$ cat config.mk
export PLATFORM = sky130hd
export DESIGN_NAME = uart_rx_gen
export DESIGN_NICKNAME = d
export VERILOG_FILES = /design/src/rtl/uart_rx_gen.sv
export SDC_FILE = /design/constraint.sdc
export NUM_CORES = 1
export LEC_CHECK = 0
export CAP_MARGIN = 40
export CORE_ASPECT_RATIO = 0.5
export CORE_MARGIN = 8
export CORE_UTILIZATION = 60
export CTS_CLUSTER_SIZE = 16
export DETAILED_ROUTE_END_ITERATION = 6
export GPL_TIMING_DRIVEN = 0
export HOLD_SLACK_MARGIN = 0.05
export MAX_ROUTING_LAYER = met4
export PLACE_DENSITY = 0.81
export SYNTH_ARGS = -nofsm -noshare
export SYNTH_HDL_FRONTEND = slang
export SYNTH_SLANG_ARGS = --single-unit
$ cat constraint.sdc
create_clock -name clk -period 5.7 [get_ports clk]
set_clock_uncertainty 0.2 [all_clocks]
set_input_delay 0.855 -clock clk [delete_from_list [all_inputs] [get_ports clk]]
set_output_delay 0.855 -clock clk [all_outputs]
set_load 0.02 [all_outputs]
$ cat src/rtl/uart_rx_gen.sv
// UART receiver: 2-flop synchronized rx, start/data/parity/stop framing, one-word holding register.
// Latency: word completes on the final stop sample; valid is asserted the following cycle.
// Backpressure: valid/ready handshake; a word completing while the held word is unread is dropped and overrun pulses.
// Optional build macro UART_RX_MAJORITY_EN: each sample is the 2-of-3 majority of the last three rxs values.
module uart_rx_gen #(
  parameter int CLKS_PER_BIT = 16,
  parameter int DATA_BITS    = 8,
  parameter int PARITY_MODE  = 0,
  parameter int STOP_BITS    = 1
) (
  input  logic                 clk,
  input  logic                 rst,
  input  logic                 rx,
  input  logic                 ready,
  output logic                 valid,
  output logic [DATA_BITS-1:0] dout,
  output logic                 parity_err,
  output logic                 frame_err,
  output logic                 overrun
);

  localparam int CNT_W = $clog2(CLKS_PER_BIT);
  localparam int IDX_W = $clog2(DATA_BITS);
  localparam logic [CNT_W-1:0] CNT_LAST      = CNT_W'(CLKS_PER_BIT - 1);
  localparam logic [CNT_W-1:0] CNT_MID       = CNT_W'((CLKS_PER_BIT - 1) / 2);
  localparam logic [IDX_W-1:0] IDX_LAST_DATA = IDX_W'(DATA_BITS - 1);
  localparam logic [IDX_W-1:0] IDX_LAST_STOP = IDX_W'(STOP_BITS - 1);

  typedef enum logic [2:0] {IDLE, START, DATA, PARITY, STOP, WAIT_HIGH} state_t;

  state_t               state;
  logic [CNT_W-1:0]     cnt;
  logic [IDX_W-1:0]     idx;
  logic [DATA_BITS-1:0] shift;
  logic                 perr_acc;
  logic                 ferr_acc;
  logic                 sync_q;
  logic                 rxs;
  logic                 sample;
  logic                 word_done;
  logic                 word_ferr;

  // Two-flop synchronizer; resets to the idle (high) line level.
  always_ff @(posedge clk or posedge rst) begin
    if (rst) begin
      sync_q <= 1'b1;
      rxs    <= 1'b1;
    end else begin
      sync_q <= rx;
      rxs    <= sync_q;
    end
  end

`ifdef UART_RX_MAJORITY_EN
  logic rxs_d1;
  logic rxs_d2;

  // History of the two previous synchronized values for the majority vote.
  always_ff @(posedge clk or posedge rst) begin
    if (rst) begin
      rxs_d1 <= 1'b1;
      rxs_d2 <= 1'b1;
    end else begin
      rxs_d1 <= rxs;
      rxs_d2 <= rxs_d1;
    end
  end

  assign sample = (rxs & rxs_d1) | (rxs & rxs_d2) | (rxs_d1 & rxs_d2);
`else
  assign sample = rxs;
`endif

  // The final stop sample completes the word; its frame flag includes that last sample.
  assign word_done = (state == STOP) && (cnt == CNT_LAST) && (idx == IDX_LAST_STOP);
  assign word_ferr = ferr_acc | ~sample;

  // Framing FSM plus holding register; all outputs are registered here.
  always_ff @(posedge clk or posedge rst) begin
    if (rst) begin
      state      <= IDLE;
      cnt        <= '0;
      idx        <= '0;
      shift      <= '0;
      perr_acc   <= 1'b0;
      ferr_acc   <= 1'b0;
      valid      <= 1'b0;
      dout       <= '0;
      parity_err <= 1'b0;
      frame_err  <= 1'b0;
      overrun    <= 1'b0;
    end else begin
      overrun <= 1'b0;

      // A completing word replaces the held one only if the slot is free or being read now.
      if (word_done) begin
        if (!valid || ready) begin
          dout       <= shift;
          parity_err <= perr_acc;
          frame_err  <= word_ferr;
          valid      <= 1'b1;
        end else begin
          overrun <= 1'b1;
        end
      end else if (valid && ready) begin
        valid <= 1'b0;
      end

      case (state)
        IDLE: begin
          if (!rxs) begin
            state    <= START;
            cnt      <= '0;
            idx      <= '0;
            perr_acc <= 1'b0;
            ferr_acc <= 1'b0;
          end
        end
        START: begin
          if (cnt == CNT_MID) begin
            cnt   <= '0;
            state <= sample ? IDLE : DATA;
          end else begin
            cnt <= cnt + CNT_W'(1);
          end
        end
        DATA: begin
          if (cnt == CNT_LAST) begin
            cnt        <= '0;
            shift[idx] <= sample;
            if (idx == IDX_LAST_DATA) begin
              idx   <= '0;
              state <= (PARITY_MODE != 0) ? PARITY : STOP;
            end else begin
              idx <= idx + IDX_W'(1);
            end
          end else begin
            cnt <= cnt + CNT_W'(1);
          end
        end
        PARITY: begin
          if (cnt == CNT_LAST) begin
            cnt      <= '0;
            perr_acc <= ((^shift) ^ sample) != (PARITY_MODE == 2);
            state    <= STOP;
          end else begin
            cnt <= cnt + CNT_W'(1);
          end
        end
        STOP: begin
          if (cnt == CNT_LAST) begin
            cnt      <= '0;
            ferr_acc <= word_ferr;
            if (idx == IDX_LAST_STOP) begin
              idx   <= '0;
              state <= sample ? IDLE : WAIT_HIGH;
            end else begin
              idx <= idx + IDX_W'(1);
            end
          end else begin
            cnt <= cnt + CNT_W'(1);
          end
        end
        WAIT_HIGH: begin
          if (rxs) state <= IDLE;
        end
        default: state <= IDLE;
      endcase
    end
  end

endmodule

After elaboration in Yosys (flattened, before gate mapping):

Cells that the tools add are included.

* logic and storage cells: 94
* output and inout bits: 12
* input port bits: 4
* flip-flop bits (word level): 34

* add/sub/neg operators: 2
* multiplexer cells: 34
* order comparisons: 2
* bitwise logic cells: 3
* reductions and logical operators: 23
* equality and inequality tests: 17

Operators by type and width (number)
* two-way mux 3 bit: 14
* one-hot mux 3 bit (6 select lines): 1
* two-way mux 4 bit: 3
* != test 2 bit (second input constant): 6
* one-hot mux 4 bit (3 select lines): 1
* == test 3 bit (second input constant): 3
* two-way mux 1 bit: 9
* one-hot mux 3 bit (3 select lines): 1
* bitwise mux 8 bit: 1
* AND reduction 2 bit: 4
* AND reduction 8 bit: 1
* parity 8 bit: 1
* == test 3 x 2 -> 1 bit (second input constant): 2
* logical NOT 3 bit: 2
* != test 2 x 1 -> 1 bit (second input constant): 3
* AND reduction 3 bit: 2
* nonzero test 2 bit: 3
* nonzero test 3 bit: 2
* adder 4 x 1 -> 4 bit (second input constant): 1
* == test 4 x 3 -> 1 bit (second input constant): 1
* == test 4 bit (second input constant): 1
* logical AND 1 bit: 4
* less-than comparator 3 x 4 -> 1 bit (second input constant): 1
* one-hot mux 1 bit (2 select lines): 2
* other kinds (12): 12

Logic depth before layout (Yosys ltp):

Gate-level depths: netlist of the first run.

* depth after elaboration: 5
* depth in mapped cells: 7
* gate-level depth less buffers: 6

Worst setup path before layout of the first run:

No wires, ideal clock.

* kind: register to register
* start: register cnt[0]
* end: register shift[5]
* path buffers: 0
* cell stages (with the launch flop): 6
* setup time: 0.125 ns
* slack: 3.604 ns
* arrival time: 1.772 ns
* required time: 5.375 ns
* period minus slack after synthesis: 2.096 ns
* path through: dfrtp_1 > ha_1 > nand3_4 > or4_4 > nor3b_2 > mux2_2

* word-level cells in the longest chain between the ends: 2

RTL lines
* from (decl): RTL line 32 `logic [CNT_W-1:0] cnt;`
* from (signal assigned): RTL line 124 `cnt <= cnt + CNT_W'(1);`
* from (signal assigned): RTL line 138 `cnt <= cnt + CNT_W'(1);`
* from (signal assigned): RTL line 147 `cnt <= cnt + CNT_W'(1);`
* == test 4 bit: RTL line 128 `if (cnt == CNT_LAST) begin`
* AND reduction 2 bit (no source line)
* to (signal, indexed assignment): RTL line 130 `shift[idx] <= sample;`
* to (decl): RTL line 34 `logic [DATA_BITS-1:0] shift;`

No other way between the ends.
A chain may end at the register's enable or synchronous reset.

Final worst setup path of the first run:

* start: register state[0]
* end: register state[1]

* word-level cells in the longest chain between the ends: 3
* elaborated cells between the ends (all ways): 16
* those cells by class: eq/ne: 13; mux: 1; reduce/logical: 2

RTL lines
* from (decl): RTL line 31 `state_t state;`
* from (signal assigned): RTL line 122 `state <= sample ? IDLE : DATA;`
* from (signal assigned): RTL line 133 `state <= (PARITY_MODE != 0) ? PARITY : STOP;`
* from (signal assigned): RTL line 156 `state <= sample ? IDLE : WAIT_HIGH;`
* == test 3 x 2 -> 1 bit, or another cell as far along: RTL line 109 `case (state)`
* != test 2 bit (no source line) or != test 2 x 1 -> 1 bit (tied branches)
* AND reduction 8 bit (no source line)

Several ways; a longest one is shown, not always the timed one.

==> run_results.csv, run 1 <==
group,metric,value,unit
cts,postCtsSetupRepairBufs,0,
cts,cts_htree_levels,2,
logic_synthesis,synth_fp_nets,169,
floorplanning,starting_density_of_the_core,60.9,%
logic_synthesis,synth.ff_latch_count,34,
global_route,vias_in_the_first_global_route,1286,
worst_setup_path,critical_path_peak_fanout,10,
logic_synthesis,synth_area_per_cell,11.0,um2
worst_setup_path,crit_path_cell_trace,"clkbuf_1 > nor4_1 > a21oi_1 > a32oi_1 > mux2_2",
layout,final_nets,192,
timing,timing_hold_violations_final,0,
cts,cts.path.max_buffers,2,
pwr,power_leakage,0.934,nW
routing,finalWirelength,3.49,mm
flow_run,max-cap-violations,0,
logic_synthesis,syn_area,1770,um2
logic_synthesis,post_synthesis_async_set_or_reset_flop_share,100,%
timing,fmax_achieved,426,MHz
timing,timing.setup.tns,0,ps
floorplanning,dieWidth,92.8,um
logic_synthesis,ys_types,44,
layout,num-fill-cells,225,
floorplanning,coreArea,2910,um2
worst_setup_path,timing.critical_path.arrival,2320,ps
timing,report.final.slew_viol_count,0,
layout,antenna_cells_inserted,0,
outcome,run_status,"complete, no violations",
cts,cts_tree,"built",
placed_design,hpwlAfterDp,2.55,mm
timing,setup_violations,0,
logic_synthesis,synthesis.yosys.warnings,0,
cts,path_clk_slew,70,ps
cts,cts_hold_buffers,0,
floorplanning,design.die.area,5050,um2
routing,drt-pass1-iter-count,4,
placed_design,place.port_buffers,15,
global_route,grt-ovfl-total,0,
worst_setup_path,crit_path_launch_type,"flop",
routing,dr_total_vias,1305,
timing,period_share,41.2,%
logic_synthesis,synth.top_cell.area_share,45.2,%
pwr,power.density_cell_area,322,nW/um2
cts,cts-buffers-inserted,5,
worst_setup_path,timing.critical_path.required,5680,ps
routing,drt.antenna.violating_nets,0,
logic_synthesis,largest_area_contributor_in_the_netlist,"sky130_fd_sc_hd__dfrtp_1",
routing,post_drt_wl_per_cell,15.5,um
pwr,worst_ir_drop_vdd,193,uV
worst_hold_path,worst_hold_path_type,"reg -> reg",
floorplanning,floorplan.die.height,54.4,um
worst_setup_path,reg2regPathDepth,5,
worst_setup_path,critical_path.slowest_cell,"sky130_fd_sc_hd__nor4_1",
logic_synthesis,synthCells,161,
timing,maxSlewHeadroom,47.9,%
logic_synthesis,synth_enable_flop_cells,0,
logic_synthesis,yosys-top-cells-area,"sky130_fd_sc_hd__dfrtp_1 45%, sky130_fd_sc_hd__mux2_2 12%, sky130_fd_sc_hd__dfstp_2 3.0%",
global_route,maximum_number_of_pins_on_one_net_before_global_route_repair,21,
routing,drt_iter0_markers,65,
worst_hold_path,min-delay-start,"sync_q$_DFF_PP1_",
worst_setup_path,worst_setup_path_end_kind,"flop",
worst_setup_path,reg_to_reg_setup_timing_slack,3350,ps
worst_setup_path,worst_path_largest_cell_delay,560,ps
global_route,initial_antenna_violation_count,0,
logic_synthesis,synth-seq-area-share,48.2,%
layout,instances_no_fill,225,
worst_hold_path,whs_endpoint,"rxs$_DFF_PP1_",
timing,rsz0062_at_grt,"no",
cts,clk_root_buffer_cell,"sky130_fd_sc_hd__clkbuf_8",
routing,drc_violations,0,
placed_design,routabilityCongestion,0.860,
worst_setup_path,timing.rr.end,"state[1]$_DFFE_PP0P_",
layout,flow.area_growth_from_synthesis,18.7,%
cts,clock_latency,290,ps
global_route,grt_pass1_wl,6.16,mm
layout,post_route_cells_drive_above_1_share,19.5,%
worst_setup_path,regToRegStartpoint,"state[0]$_DFFE_PP0P_",
cts,cts-resized-gates,0,
floorplanning,num_rows,14,
pwr,power,676,uW
global_route,grtUsageTotal,16.6,%
routing,drt-vias-per-instance,5.80,
placed_design,place_inst,217,
floorplanning,top_level_ports,16,
worst_hold_path,whs_path_depth,0,
timing,post-route-min-period,2350,ps
timing,worstMarginPinSlew,780,ps
cts,tritoncts_num_sinks,34,
logic_synthesis,synth_ff_type,"sky130_fd_sc_hd__dfrtp_1",
worst_setup_path,setup.worst_path.class,"reg -> reg",
## placed cells by master (no fill, tap or decap), types with 2 or more instances in the layout
cell type	n
sky130_fd_sc_hd__dfstp_2	2
sky130_fd_sc_hd__a21oi_1	6
sky130_fd_sc_hd__mux2_2	19
sky130_fd_sc_hd__nor3_1	3
sky130_fd_sc_hd__nand3_1	5
sky130_fd_sc_hd__nand3b_1	2
sky130_fd_sc_hd__ha_1	4
sky130_fd_sc_hd__nand2_1	10
sky130_fd_sc_hd__o22ai_1	4
sky130_fd_sc_hd__clkdlybuf4s50_1	15
sky130_fd_sc_hd__and3_1	2
sky130_fd_sc_hd__a31oi_1	2
sky130_fd_sc_hd__clkbuf_1	10
sky130_fd_sc_hd__clkbuf_8	6
sky130_fd_sc_hd__o21ai_0	2
sky130_fd_sc_hd__nor3b_1	2
sky130_fd_sc_hd__mux2i_1	4
sky130_fd_sc_hd__inv_1	6
sky130_fd_sc_hd__a32o_1	2
sky130_fd_sc_hd__nor2_1	9
sky130_fd_sc_hd__xor2_1	2
sky130_fd_sc_hd__nor4_1	3
sky130_fd_sc_hd__dfrtp_1	32
sky130_fd_sc_hd__xnor2_1	5
sky130_fd_sc_hd__nand2b_1	5
## through the flow
| stage | setup WS (ps) | util (%) | cell area, um2 | hold WS (ps) |
|---|---|---|---|---|
| after floorplan | 3600 | - | 1770 | 145 |
| after global routing | 3180 | 72.3 | 2100 | 164 |
| final | 3350 | 72.3 | 2100 | 156 |
| after global placement | 3110 | 67.8 | 1970 | 146 |
| after CTS | 3370 | 72.3 | 2100 | 157 |
| after detailed placement | 3100 | 68.3 | 1990 | 147 |
## state kept, by name, summed over array words and instances, names as in the netlist
register,count
dout,8
shift,8
cnt,4
idx,3
state,3
ferr_acc,1
frame_err,1
overrun,1
parity_err,1
perr_acc,1
rxs,1
sync_q,1
valid,1
## worst max-delay path by stage
stage / from / endpoint / cells after the start
3_5_place_dp: ready / dout[1]$_DFFE_PP0P_ / 5
4_1_cts: idx[1]$_DFFE_PP0P_ / frame_err$_DFFE_PP0P_ / 7
6_report: state[0]$_DFFE_PP0P_ / state[1]$_DFFE_PP0P_ / 5
5_1_grt: state[0]$_DFFE_PP0P_ / state[1]$_DFFE_PP0P_ / 5
3_3_place_gp: ready / dout[5]$_DFFE_PP0P_ / 5
2_1_floorplan: cnt[0]$_DFFE_PP0P_ / shift[5]$_DFFE_PP0P_ / 5
## cell usage after synthesis (3+ instances only)
cell type,instances
sky130_fd_sc_hd__inv_1,6
sky130_fd_sc_hd__nand3_1,5
sky130_fd_sc_hd__nor4_1,3
sky130_fd_sc_hd__nand2_1,10
sky130_fd_sc_hd__nand2b_1,5
sky130_fd_sc_hd__a21oi_1,6
sky130_fd_sc_hd__nor3_1,3
sky130_fd_sc_hd__mux2i_1,4
sky130_fd_sc_hd__ha_1,4
sky130_fd_sc_hd__mux2_2,19
sky130_fd_sc_hd__o22ai_1,4
sky130_fd_sc_hd__xnor2_1,5
sky130_fd_sc_hd__clkbuf_1,9
sky130_fd_sc_hd__nor2_1,9
sky130_fd_sc_hd__dfrtp_1,32
## report_power, final
| part | switching [mW] | internal, mW | total (mW) |
|---|---|---|---|
| Combinational | 0.0952 | 0.0658 | 0.161 |
| Sequential | 0.0244 | 0.260 | 0.285 |
| Clock | 0.0882 | 0.142 | 0.231 |
| Total | 0.208 | 0.468 | 0.676 |
## cell families after synthesis
kind of cell,after synthesis,share of synthesized area (%)
compound gates,27,10.5
xor+xnor,8,4.73
fa+ha+maj,4,2.83
buf+inv,16,3.46
flops,34,48.2
mux,23,14.3
simple gates,49,16.0
## routing by layer
layer  share of wire (%)  wire [um]  up-vias  track usage [%]
met5                   0          0        -                -
met4                 2.0         71        0             7.92
met3                 4.0        139        8             4.38
met2                  46       1620       24             25.7
met1                  47       1660      645             20.2
li1                    -          -      628                -
## cell type report
cell class | instances | area, um2 | area share, %
Clock buffer | 7 | 86.3 | 4.11
Sequential cell | 34 | 853 | 40.6
Tap cell | 40 | 50.0 | 2.38
Inverter | 6 | 22.5 | 1.07
Timing Repair Buffer | 16 | 165 | 7.86
Multi-Input combinational cell | 111 | 856 | 40.7
Buffer | 10 | 38.8 | 1.85
Clock inverter | 1 | 30.0 | 1.43
## critical path: cells and delay by family, from the launching register on
| kind | cells | cell delay [ps] |
|---|---|---|
| compound gates | 2 | 450 |
| buf+inv | 1 | 240 |
| flops | 1 | 420 |
| mux | 1 | 370 |
| simple gates | 1 | 560 |
No activity file was read; power rests on OpenSTA's default activity.
==> inputs of run 2 (changes only) <==
CORE_UTILIZATION = 56   (was 60)
PLACE_DENSITY = 0.76   (was 0.81)
clock period = 2.4 ns   (was 5.7 ns; I/O delays follow)
==> run_results.csv, run 2 (synthesized netlist as in run 1, its figures left out) <==
group,metric,value,unit
routing,met1_length,1.73,mm
outcome,run_status,"complete, no violations",
timing,fmax_achieved,445,MHz
worst_setup_path,critical_path.slowest_cell,"sky130_fd_sc_hd__dfrtp_1",
routing,drt.antenna.violating_nets,0,
timing,timing.setup.tns,0,ps
layout,instances_no_fill,225,
worst_setup_path,reg2regPathDepth,6,
worst_setup_path,worst_path_largest_cell_delay,400,ps
worst_setup_path,regToRegStartpoint,"cnt[1]$_DFFE_PP0P_",
global_route,grtUsageTotal,14.8,%
timing,period_share,93.7,%
placed_design,place_inst,217,
pwr,power.density_cell_area,805,nW/um2
layout,post_route_cells_drive_above_1_share,21.6,%
layout,antenna_cells_inserted,0,
layout,final_nets,192,
timing,setup_violations,0,
placed_design,place_worst_setup_slack,103,ps
worst_hold_path,worst_hold_path_type,"reg -> reg",
worst_hold_path,whs_path_depth,0,
worst_hold_path,whs_endpoint,"rxs$_DFF_PP1_",
timing,post-route-min-period,2250,ps
routing,finalWirelength,3.65,mm
flow_run,max-cap-violations,0,
floorplanning,dieWidth,95.5,um
routing,dr_total_vias,1326,
global_route,grt_pass1_wl,6.13,mm
timing,report.final.slew_viol_count,0,
floorplanning,starting_density_of_the_core,58.8,%
layout,flow.area_growth_from_synthesis,21.7,%
layout,layout_top_registers,"dout: 8 flops, shift: 8 flops, cnt: 4 flops",
global_route,maximum_number_of_pins_on_one_net_before_global_route_repair,19,
timing,timing.final.ws_setup,152,ps
cts,cts.path.max_buffers,2,
worst_hold_path,min-delay-start,"sync_q$_DFF_PP1_",
routing,met2_wirelength,1.65,mm
layout,fin_util,71.5,%
worst_setup_path,crit_path_launch_type,"flop",
timing,worstMarginPinSlew,786,ps
layout,most-common-layout-cells,"32 x sky130_fd_sc_hd__dfrtp_1, 19 x sky130_fd_sc_hd__mux2_2, 15 x sky130_fd_sc_hd__clkdlybuf4s50_1",
worst_setup_path,setup.worst_path.class,"reg -> reg",
timing,timing_hold_violations_final,0,
pwr,worst_ir_drop_vdd,541,uV
worst_setup_path,timing.critical_path.arrival,2220,ps
timing,rsz0062_at_grt,"no",
worst_setup_path,timing.rr.end,"state[1]$_DFFE_PP0P_",
cts,cts_hold_buffers,0,
routing,routed.top_layer,"met4",
routing,post_drt_wl_per_cell,16.2,um
floorplanning,design.die.area,5330,um2
routing,drt-vias-per-instance,5.89,
placed_design,routabilityCongestion,0.886,
cts,clk_root_buffer_cell,"sky130_fd_sc_hd__clkbuf_8",
global_route,initial_antenna_violation_count,0,
routing,drc_violations,0,
floorplanning,coreArea,3010,um2
pwr,power_leakage,0.953,nW
floorplanning,top_level_ports,16,
routing,detailroute.wirelength.met3,242,um
layout,num-fill-cells,217,
worst_setup_path,timing.critical_path.required,2380,ps
cts,postCtsSetupRepairBufs,0,
global_route,vias_in_the_first_global_route,1329,
routing,drt-pass1-iter-count,4,
cts,path_clk_slew,70,ps
global_route,grt-ovfl-total,0,
timing,maxSlewHeadroom,47.5,%
worst_setup_path,crit_path_cell_trace,"ha_2 > and3_1 > clkbuf_1 > o21ai_1 > a32oi_1 > mux2_2",
worst_setup_path,critical_path_peak_fanout,6,
placed_design,place.port_buffers,15,
worst_setup_path,worst_setup_path_end_kind,"flop",
cts,tritoncts_num_sinks,34,
cts,cts_htree_levels,2,
routing,drt_iter0_markers,77,
placed_design,hpwlAfterDp,2.47,mm
floorplanning,num_rows,14,
cts,cts_tree,"built",
layout,most_common_cell_after_layout_fill_and_taps_aside,"sky130_fd_sc_hd__dfrtp_1",
cts,clock_latency,290,ps
floorplanning,floorplan.die.height,55.8,um
worst_setup_path,reg_to_reg_setup_timing_slack,150,ps
cts,cts-buffers-inserted,5,
## run 2: changes by cell type in the layout (fill, tap and decap cells not counted), sizes merged
cell,before,now
clkbuf,16,15
bufinv,1,2
## run 2: final cells by class
| type | instances | area [um2] | area share (%) |
|---|---|---|---|
| Inverter | 6 | 22.5 | 1.05 |
| Clock inverter | 2 | 60.1 | 2.79 |
| Sequential cell | 34 | 853 | 39.6 |
| Tap cell | 40 | 50.0 | 2.32 |
| Multi-Input combinational cell | 111 | 867 | 40.2 |
| Clock buffer | 6 | 82.6 | 3.83 |
| Buffer | 10 | 41.3 | 1.92 |
| Timing Repair Buffer | 16 | 178 | 8.25 |
## run 2: report_power, final
group          total (mW)  switching, mW  internal (mW)
logic               0.394          0.231          0.164
clock network       0.660          0.217          0.443
registers           0.680         0.0622          0.618
total                1.73          0.510           1.22
## run 2: how the worst max path moves through the flow
stage | startpoint | endpoint | slack (ps) | cells after the start
floorplan | cnt[0]$_DFFE_PP0P_ | shift[5]$_DFFE_PP0P_ | 300 | 5
global placement | idx[1]$_DFFE_PP0P_ | dout[4]$_DFFE_PP0P_ | 120 | 7
detailed placement | idx[1]$_DFFE_PP0P_ | dout[1]$_DFFE_PP0P_ | 100 | 7
CTS | idx[1]$_DFFE_PP0P_ | dout[1]$_DFFE_PP0P_ | 70 | 7
global route | idx[1]$_DFFE_PP0P_ | dout[6]$_DFFE_PP0P_ | 30 | 7
finish | cnt[1]$_DFFE_PP0P_ | state[1]$_DFFE_PP0P_ | 150 | 6
## run 2: critical path, delay by kind of cell, from the launching register on
kind / cells / cell delay [ps]
AO/OA/AOI/OAI: 2 / 480
adder cells (fa/ha/maj): 1 / 280
buffers and inverters: 1 / 240
flip-flops: 1 / 400
multiplexers: 1 / 360
AND/OR/NAND/NOR: 1 / 170
## run 2: layer usage
metal,track usage [%],vias to the layer above
met5,-,-
met4,4.12,0
met3,5.52,8
met2,21.7,42
met1,18.6,655
li1,-,621
## run 2: stage by stage
step / instance area (um2) / hold WS (ps) / power (mW)
after floorplan: 1770 / 145 / 0.974
after global placement: 1970 / 146 / 1.05
after detailed placement: 2000 / 147 / 1.06
after CTS: 2140 / 157 / 1.72
after global routing: 2150 / 165 / 1.81
final: 2150 / 156 / 1.73
## run 2: timing repair
action | in CTS | in global routing
endpoints found under the setup margin | 0 | 11
hold endpoints to repair | 0 | 0
gates resized for setup | 0 | 5
==> patch, RTL diff (settings of run 2) <==
Build with the macro `UART_RX_MAJORITY_EN` defined.
--- a/src/rtl/uart_rx_gen.sv
+++ b/src/rtl/uart_rx_gen.sv
@@ -4,2 +4,4 @@
 // Optional build macro UART_RX_MAJORITY_EN: each sample is the 2-of-3 majority of the last three rxs values.
+`define UART_RX_MAJORITY_EN
+
 module uart_rx_gen #(
Function: same outputs for any inputs over 10 cycles, from zero or initial values and one cycle with rst high; that may be too few to reach the edited logic, so the function may still have changed.
==> patch against run 2 <==
- utilization is 0.58 points lower
- sequential cell count rose by 2
- hold slack improved by 0.0039 ns
- non-clock buffer count down 5
- total power grew 4.2%
- routed wire length down 12%
- critical path type unchanged
- count of clock-buffer cells in the layout unchanged
- setup slack worse by 0.028 ns
- critical endpoint is now shift[0]
- area after synthesis rose by 1.8%
- highest routed layer unchanged
- first-iteration DRC count down 38%
- final area fell by 0.23%
==> patch: results <==
metrics = {
    "final_layout": {
        "nNetsFinal": 186,
        "largestRegisters": "dout x8, shift x8, cnt x4",
        "insertedDiodeCount": 0,
        "fillCellCount": 207,
        "drive_above_1_share_pct": 22.9,
    },
    "setup_path": {
        "r2r-end": "shift[0]",
        "path_class": "reg2reg",
        "r2r_setup_slack_ns": 0.12,
        "cp_slowest_cell": "nor4_1",
        "slowest_delay_ns": 0.65,
        "cp_top_family": "simple AND/OR/NAND/NOR gates",
        "worstSetupStartpoint": "cnt[1]",
        "crit_fanout": 7,
        "r2r_cells": 5,
    },
    "placed_design": {
        "place_inst": 211,
        "hpwlAfterDp_um": 2400,
        "place.gp.congestion": 0.803,
        "placed_cell_area_sq_mm": 0.00203,
        "post-place-ws_ns": 0.0881,
        "io_buffers": 15,
    },
    "routing": {
        "ant_nets": 0,
        "wl_um": 3220,
        "first_iter_violations": 48,
        "num_vias": 1189,
        "wl_per_cell_um": 14.7,
        "firstDrtPassIters": 4,
    },
    "clock_network": {
        "cts_buffers": 5,
        "clockBufferDepth": 2,
        "root_buffer": "clkbuf_8",
        "clk_latency_ns": 0.29,
        "htreeDepth": 2,
        "clkTransAtPathRegs_ns": 0.07,
    },
    "grt": {
        "grt_pass1_wl_um": 5510,
        "antenna_found_initial": 0,
        "track_usage_pct": 13.5,
        "grt_max_degree": 20,
    },
    "sta": {
        "fin_crit_ns": 2.28,
        "relSlewSlack_pct": 49.8,
    },
    "synth": {
        "synthDistinctLibCells": 38,
        "synth_nets": 163,
        "ys_seq_area_share_pct": 50.2,
        "ys_async_sr_fraction_pct": 100,
        "synth_common_cells": "dfrtp_1, mux2_2, nand2_1, nor2_1, mux2_4",
        "postSynthAreaPerCell_sq_um": 11.6,
        "synth_area_leaders": "dfrtp_1, mux2_2, mux2_4",
        "yosysWarnings": 0,
    },
    "power_and_ir_drop": {
        "p_leak_uw": 0.00101,
        "ir_drop_mv": 0.594,
    },
    "outcome": {
        "status": "finished clean",
    },
    "hold_path": {
        "min_path_type": "reg2reg",
    },
}
[patch: worst min-delay path by stage]
stage                     startpoint  end  slack (ns)  cells after the start
after floorplan               sync_q  rxs        0.15                      0
after global placement        sync_q  rxs        0.15                      0
after detailed placement      sync_q  rxs        0.15                      0
after CTS                     sync_q  rxs        0.16                      0
after global routing          sync_q  rxs        0.17                      0
final                         sync_q  rxs        0.16                      0
[patch: layer usage]
layer	part of all wire, %	vias up	GRT usage, %
met2	43	26	19.8
met4	2.0	0	4.56
met1	49	563	16.8
li1	-	593	-
met5	0	-	-
met3	6.0	7	4.85
[patch: logic make-up (layout without fill, tap and decap cells)]
logic type / count (synthesis) / after routing / synth area share, %
AO/OA/AOI/OAI: 21 / 21 / 7.56
AND/OR/NAND/NOR: 51 / 51 / 15.1
XOR/XNOR: 7 / 7 / 4.16
adder cells (fa/ha/maj): 5 / 5 / 3.33
buffers and inverters: 10 / 34 / 2.57
multiplexers: 25 / 25 / 17.1
flip-flops: 36 / 36 / 50.2
[patch: per-stage QoR]
stage / hold WS (ns) / total power (uW)
finish: 0.160 / 1810
global route: 0.165 / 1930
global placement: 0.146 / 1260
detailed placement: 0.151 / 1280
floorplan: 0.145 / 1160
CTS: 0.161 / 1810
[patch: cell type report]
class                   instances  area [sq um]  area share, %
clock buffers                   6          72.6           3.38
plain buffers                   5          27.5           1.28
flip-flops and latches         36           906           42.1
multi-input cells             109           862           40.1
inverters                       5          18.8          0.873
well taps                      40          50.0           2.33
clock inverters                 2          35.0           1.63
repair buffers                 16           178           8.27
[patch: worst register-to-register path: stages, from the launching register on]
cell	delay, ns
dfrtp_1	0.39
ha_1	0.23
nand3_1	0.25
nor4_1	0.65
nand2_1	0.15
mux2_2	0.30
[patch: where the power goes]
group | switching [uW] | total (uW) | internal [uW]
clock | 214 | 522 | 308
sequential | 73.4 | 746 | 672
combinational | 300 | 540 | 239
total | 588 | 1810 | 1220
[patch: what timing repair did]
item / in CTS / in global routing
setup endpoints to repair: 0 / 4
buffers inserted: 0 / 0
gates resized for setup: 0 / 2
